==> config.mk <==
export PLATFORM = sky130hd
export DESIGN_NAME = alu_pipe
export DESIGN_NICKNAME = d
export VERILOG_FILES = /design/src/rtl/alu_pipe.sv
export SDC_FILE = /design/constraint.sdc
export NUM_CORES = 1
export LEC_CHECK = 0
export ABC_CLOCK_PERIOD_IN_PS = 2100
export BUFFER_PORTS_ARGS = -buffer_cell sky130_fd_sc_hd__buf_2
export CAP_MARGIN = 20
export CORE_MARGIN = 3
export CORE_UTILIZATION = 50
export DETAILED_ROUTE_END_ITERATION = 12
export PLACE_DENSITY = 0.78
export SYNTH_ARGS = -nofsm -noshare
export SYNTH_HDL_FRONTEND = slang
export SYNTH_SLANG_ARGS = --single-unit
==> constraint.sdc <==
create_clock -name clk -period 2.1 [get_ports clk]
set_input_delay 0.21 -clock clk [delete_from_list [all_inputs] [get_ports clk]]
set_output_delay 0.21 -clock clk [all_outputs]
set_load 0.1 [all_outputs]
==> src/rtl/alu_pipe.sv <==
// Registered ALU with valid/ready on both sides and an iterative shift-add multiplier.
// Optional macro ALU_PIPE_SAT_EN: signed ADD/SUB overflow saturates instead of wrapping.
module alu_pipe #(
  parameter int WIDTH         = 4,
  parameter int MUL_EN_CYCLES = 0
) (
  input  logic             clk,
  input  logic             rst,
  input  logic             in_valid,
  output logic             in_ready,
  input  logic [2:0]       op,
  input  logic [WIDTH-1:0] a,
  input  logic [WIDTH-1:0] b,
  input  logic             cin,
  output logic             out_valid,
  input  logic             out_ready,
  output logic [WIDTH-1:0] result,
  output logic             cout,
  output logic             zero,
  output logic             ovf
);

  typedef enum logic [2:0] {
    OP_ADD = 3'b000,
    OP_SUB = 3'b001,
    OP_AND = 3'b010,
    OP_OR  = 3'b011,
    OP_XOR = 3'b100,
    OP_SHL = 3'b101,
    OP_MUL = 3'b110,
    OP_CMP = 3'b111
  } op_e;

  typedef enum logic [1:0] {
    S_IDLE,
    S_BUSY,
    S_HOLD
  } state_e;

  // The BUSY counter spans the WIDTH multiply steps plus the idle tail.
  localparam int              TOTAL = WIDTH + MUL_EN_CYCLES;
  localparam int              CW    = $clog2(TOTAL + 1);
  localparam logic [CW-1:0]   LAST  = CW'(TOTAL - 1);
  localparam logic [CW-1:0]   ITER  = CW'(WIDTH);

`ifdef ALU_PIPE_SAT_EN
  localparam logic [WIDTH-1:0] SAT_MAX = {1'b0, {(WIDTH-1){1'b1}}};
  localparam logic [WIDTH-1:0] SAT_MIN = {1'b1, {(WIDTH-1){1'b0}}};
`endif

  state_e             state_q, state_d;
  logic [WIDTH-1:0]   result_q, result_d;
  logic               cout_q, cout_d;
  logic               ovf_q, ovf_d;
  logic [2*WIDTH-1:0] mcand_q, mcand_d;
  logic [WIDTH-1:0]   mplier_q, mplier_d;
  logic [2*WIDTH-1:0] acc_q, acc_d;
  logic [CW-1:0]      cnt_q, cnt_d;

  logic [WIDTH:0]     sum_w;
  logic [WIDTH:0]     dif_w;
  logic [WIDTH-1:0]   alu_res;
  logic               alu_cout;
  logic               alu_ovf;
  logic [2*WIDTH-1:0] acc_step;
  logic               accept;
  logic               is_mul;

  assign in_ready  = (state_q == S_IDLE) || ((state_q == S_HOLD) && out_ready);
  assign accept    = in_valid && in_ready;
  assign is_mul    = (op_e'(op) == OP_MUL);
  assign out_valid = (state_q == S_HOLD);
  assign result    = result_q;
  assign cout      = cout_q;
  assign ovf       = ovf_q;
  assign zero      = (result_q == '0);

  // Single-cycle operations, evaluated straight from the presented operands.
  always_comb begin
    // NOTE: every output of a combinational block gets a default first, so no path infers a latch.
    alu_res  = '0;
    alu_cout = 1'b0;
    alu_ovf  = 1'b0;
    sum_w    = {1'b0, a} + {1'b0, b} + {{WIDTH{1'b0}}, cin};
    dif_w    = {1'b0, a} - {1'b0, b} - {{WIDTH{1'b0}}, cin};
    case (op_e'(op))
      OP_ADD: begin
        alu_res  = sum_w[WIDTH-1:0];
        alu_cout = sum_w[WIDTH];
        alu_ovf  = (a[WIDTH-1] == b[WIDTH-1]) && (sum_w[WIDTH-1] != a[WIDTH-1]);
      end
      OP_SUB: begin
        alu_res  = dif_w[WIDTH-1:0];
        alu_cout = dif_w[WIDTH];
        alu_ovf  = (a[WIDTH-1] == ~b[WIDTH-1]) && (dif_w[WIDTH-1] != a[WIDTH-1]);
      end
      OP_AND: alu_res = a & b;
      OP_OR:  alu_res = a | b;
      OP_XOR: alu_res = a ^ b;
      OP_SHL: begin
        alu_res  = {a[WIDTH-2:0], cin};
        alu_cout = a[WIDTH-1];
      end
      OP_CMP: begin
        alu_res  = {{(WIDTH-1){1'b0}}, (a < b)};
        alu_cout = (a == b);
      end
      default: ;
    endcase
`ifdef ALU_PIPE_SAT_EN
    // Only ADD/SUB can raise alu_ovf; the sign of a tells which rail was crossed.
    if (alu_ovf) begin
      alu_res = a[WIDTH-1] ? SAT_MIN : SAT_MAX;
    end
`endif
  end

  always_comb begin
    state_d  = state_q;
    result_d = result_q;
    cout_d   = cout_q;
    ovf_d    = ovf_q;
    mcand_d  = mcand_q;
    mplier_d = mplier_q;
    acc_d    = acc_q;
    cnt_d    = cnt_q;
    acc_step = acc_q + (mplier_q[0] ? mcand_q : '0);

    case (state_q)
      S_IDLE, S_HOLD: begin
        if ((state_q == S_HOLD) && out_ready) begin
          state_d = S_IDLE;
        end
        if (accept) begin
          if (is_mul) begin
            state_d  = S_BUSY;
            mcand_d  = {{WIDTH{1'b0}}, a};
            mplier_d = b;
            acc_d    = '0;
            cnt_d    = '0;
          end else begin
            state_d  = S_HOLD;
            result_d = alu_res;
            cout_d   = alu_cout;
            ovf_d    = alu_ovf;
          end
        end
      end
      S_BUSY: begin
        if (cnt_q < ITER) begin
          acc_d    = acc_step;
          mcand_d  = mcand_q << 1;
          mplier_d = mplier_q >> 1;
        end
        if (cnt_q == LAST) begin
          state_d  = S_HOLD;
          result_d = acc_d[WIDTH-1:0];
          cout_d   = |acc_d[2*WIDTH-1:WIDTH];
          ovf_d    = 1'b0;
          cnt_d    = '0;
        end else begin
          cnt_d = cnt_q + 1'b1;
        end
      end
      default: state_d = S_IDLE;
    endcase
  end

  // NOTE: sequential state uses non-blocking assignments so every register samples pre-edge values.
  always_ff @(posedge clk) begin
    if (rst) begin
      // NOTE: the multiplier registers are reset too, so an aborted multiply leaves nothing stale.
      state_q  <= S_IDLE;
      result_q <= '0;
      cout_q   <= 1'b0;
      ovf_q    <= 1'b0;
      mcand_q  <= '0;
      mplier_q <= '0;
      acc_q    <= '0;
      cnt_q    <= '0;
    end else begin
      state_q  <= state_d;
      result_q <= result_d;
      cout_q   <= cout_d;
      ovf_q    <= ovf_d;
      mcand_q  <= mcand_d;
      mplier_q <= mplier_d;
      acc_q    <= acc_d;
      cnt_q    <= cnt_d;
    end
  end

endmodule

==> impl_metrics.env <==
export IMPL_synth_nets=382
export IMPL_drv_cap=0
export IMPL_viasPerCell=5.634
export IMPL_wl_met3_um=350
export IMPL_yosysSeqAreaShare=0.2297
export IMPL_synthFlopType="dfxtp_1"
export IMPL_die_x_um=79.50
export IMPL_crit_arrival_ns=2.26
export IMPL_synth_area_um2=2701
export IMPL_wl_met1_um=3061
export IMPL_nFillCells=412
export IMPL_drive_gt1_frac=0.2598
export IMPL_gr_total_overflow=0
export IMPL_dp_cells=442
export IMPL_syn_to_final_growth_pct=23.16
export IMPL_cts_root_buf="clkbuf_8"
export IMPL_yosys_area_top_type="dfxtp_1"
export IMPL_grt_max_degree=32
export IMPL_status="finished, final reports clean"
export IMPL_post_place_ws_ns=-0.2375
export IMPL_muxShareOfSynthArea=0.04030
export IMPL_setup_slack_ns=0.005277
export IMPL_ios=25
export IMPL_htree_levels=2
export IMPL_power_mw=1.752
export IMPL_wl_met2_um=3367
export IMPL_cp_required_ns=2.27
export IMPL_insertion_delay_ns=0.29
export IMPL_drt_wl_total_um=6874
export IMPL_hold_violations=0
export IMPL_peakVddDrop_mv=0.4392
export IMPL_rsz0062_at_grt="yes"
export IMPL_wl_per_cell_um=15.24
export IMPL_critPathLaunchType="register"
export IMPL_top_layer_used="met4"
export IMPL_fin_cells=451
export IMPL_synth_top_area_share=0.2297
export IMPL_fin_hold_ws_ns=0.2258
export IMPL_synth_edf_count=0
export IMPL_synth_commonest_cells="31 x dfxtp_1, 31 x nor2_1, 30 x nand2_1, 28 x inv_1"
export IMPL_stdcell_area_um2=3327
export IMPL_hpwl_um=5043
export IMPL_clock_sinks=31
export IMPL_grt_pass1_vias=2540
export IMPL_skew_ns=0.006266
export IMPL_fin_setup_tns_ns=0
export IMPL_utilization=0.6432
export IMPL_hp_class="in -> reg"
export IMPL_slew_violations=0
export IMPL_synth_compound_area_frac=0.2334
export IMPL_multiInputGateArea_um2=2017
export IMPL_syn_area_per_cell_um2=8.064
export IMPL_tightestPinTransition_ns=0.5873
export IMPL_antenna_diode_count=0
export IMPL_dpl_cell_area_um2=3095
export IMPL_grt_antenna_before_repair=0
export IMPL_p_leak_nw=1.503
export IMPL_rows=26
export IMPL_ys_seq_elements=31
export IMPL_power_density_nw_per_um2=526.5
export IMPL_post_route_min_period_ns=2.095
export IMPL_io_buffers=24
export IMPL_slew_headroom=0.6084
export IMPL_synth_area_top_cells="dfxtp_1 23%, ha_1 12%, a21oi_1 4.8%"
export IMPL_place_gp_congestion=0.9073
export IMPL_synthAdderAreaFrac=0.1575
export IMPL_vias=2541
export IMPL_die_h_um=79.50
export IMPL_synth_cells=335
export IMPL_finalCritPeriodShare=0.9975
export IMPL_first_iter_violations=227
export IMPL_clk_path_buf_depth=2
export IMPL_synth_async_reset_ratio=0
export IMPL_firstDrtPassIters=4
export IMPL_ant_nets=0
export IMPL_synth_top_family_by_area="compound AO/OA/AOI/OAI gates"
export IMPL_crit_type="reg -> reg"
export IMPL_grt_util_all_layers=0.2354
export IMPL_end_kind="register"
export IMPL_die_area_um2=6320
export IMPL_yosys_area_share_simple=0.2270
export IMPL_numCtsBuffers=5
export IMPL_setup_viol=0
export IMPL_critical_path_max_fanout=7
export IMPL_initial_core_util=0.5223
export IMPL_yosysWarnings=0
export IMPL_fin_nets=427
export IMPL_grt_pass1_wl_um=11870
export IMPL_clk_pin_slew_worst_paths_ns=0.07
export IMPL_drc=0
export IMPL_synth_cell_types=63
export IMPL_synthXorXnorAreaFrac=0.03428
export IMPL_fmax_mhz=477.4
export IMPL_coreArea_um2=5172
export IMPL_cts_tree="done"
export IMPL_regArea_um2=624.3
## cell type report
class,instances,share of cell area
timing repair buffer,58,0.1128
inverter,28,0.03159
clock buffer,6,0.02482
clock inverter,2,0.01053
multi-input combinational,256,0.6062
tap,70,0.02633
sequential,31,0.1877
## registers in the layout (all words and copies together) (netlist names)
signal,cells
state_q,2
cnt_q,3
mplier_q,4
acc_q,8
mcand_q,8
result,4
ovf,1
cout,1
## cell families after synthesis
logic type,after synthesis
buffers and inverters,48
AND/OR/NAND/NOR,119
adder cells (fa/ha/maj),31
flip-flops,31
XOR/XNOR,9
multiplexers,8
AO/OA/AOI/OAI,89
## path summary, 6_finish.rpt
kind / depth (start not counted) / to / from / slack (ns)
min reg2reg: 2 / mplier_q[3] / mplier_q[3] / 0.46
max reg2reg: 9 / cout / mplier_q[0] / 0.005
min: 3 / mplier_q[3] / b[3] / 0.23
max: 9 / cout / mplier_q[0] / 0.005
## routing by layer
layer	vias to the layer above	global-route usage
met5	-	0
met4	0	0.06873
met3	8	0.04289
met2	70	0.4023
met1	1195	0.3006
li1	1268	-
## worst max-delay path: stages (launching register included)
cell and delay [ns]:
dfxtp_4 0.37, and2_4 0.18, ha_4 0.17, inv_2 0.05, fa_2 0.23, nor2b_4 0.06
o2111a_1 0.24, or3_1 0.37, a31oi_1 0.21, a31oi_1 0.10
## cell usage in the layout (no fill, tap or decap), drive strengths merged, types with 6 or more instances in the layout
cell type   n
nand2      32
nor2       31
clkbuf      6
a21oi      26
and2        8
nor2b       7
nand2b      8
o21ai      11
ha         26
inv        28
dfxtp      31
nand3      15
a21o        8
buf        58
a311oi      6
## power by group
group | total [mW] | switching, mW | internal [mW]
clock | 0.621 | 0.238 | 0.384
sequential | 0.630 | 0.0210 | 0.609
combinational | 0.501 | 0.319 | 0.182
## repair_timing
| action | 4_1_cts | 5_1_grt |
|---|---|---|
| hold buffers | 0 | 0 |
| setup buffers | 1 | 0 |
| resized for setup | 12 | 8 |
| endpoints found under the setup margin | 3 | 3 |
| pin swaps | 5 | 5 |
(Power assumes the default switching activity.)
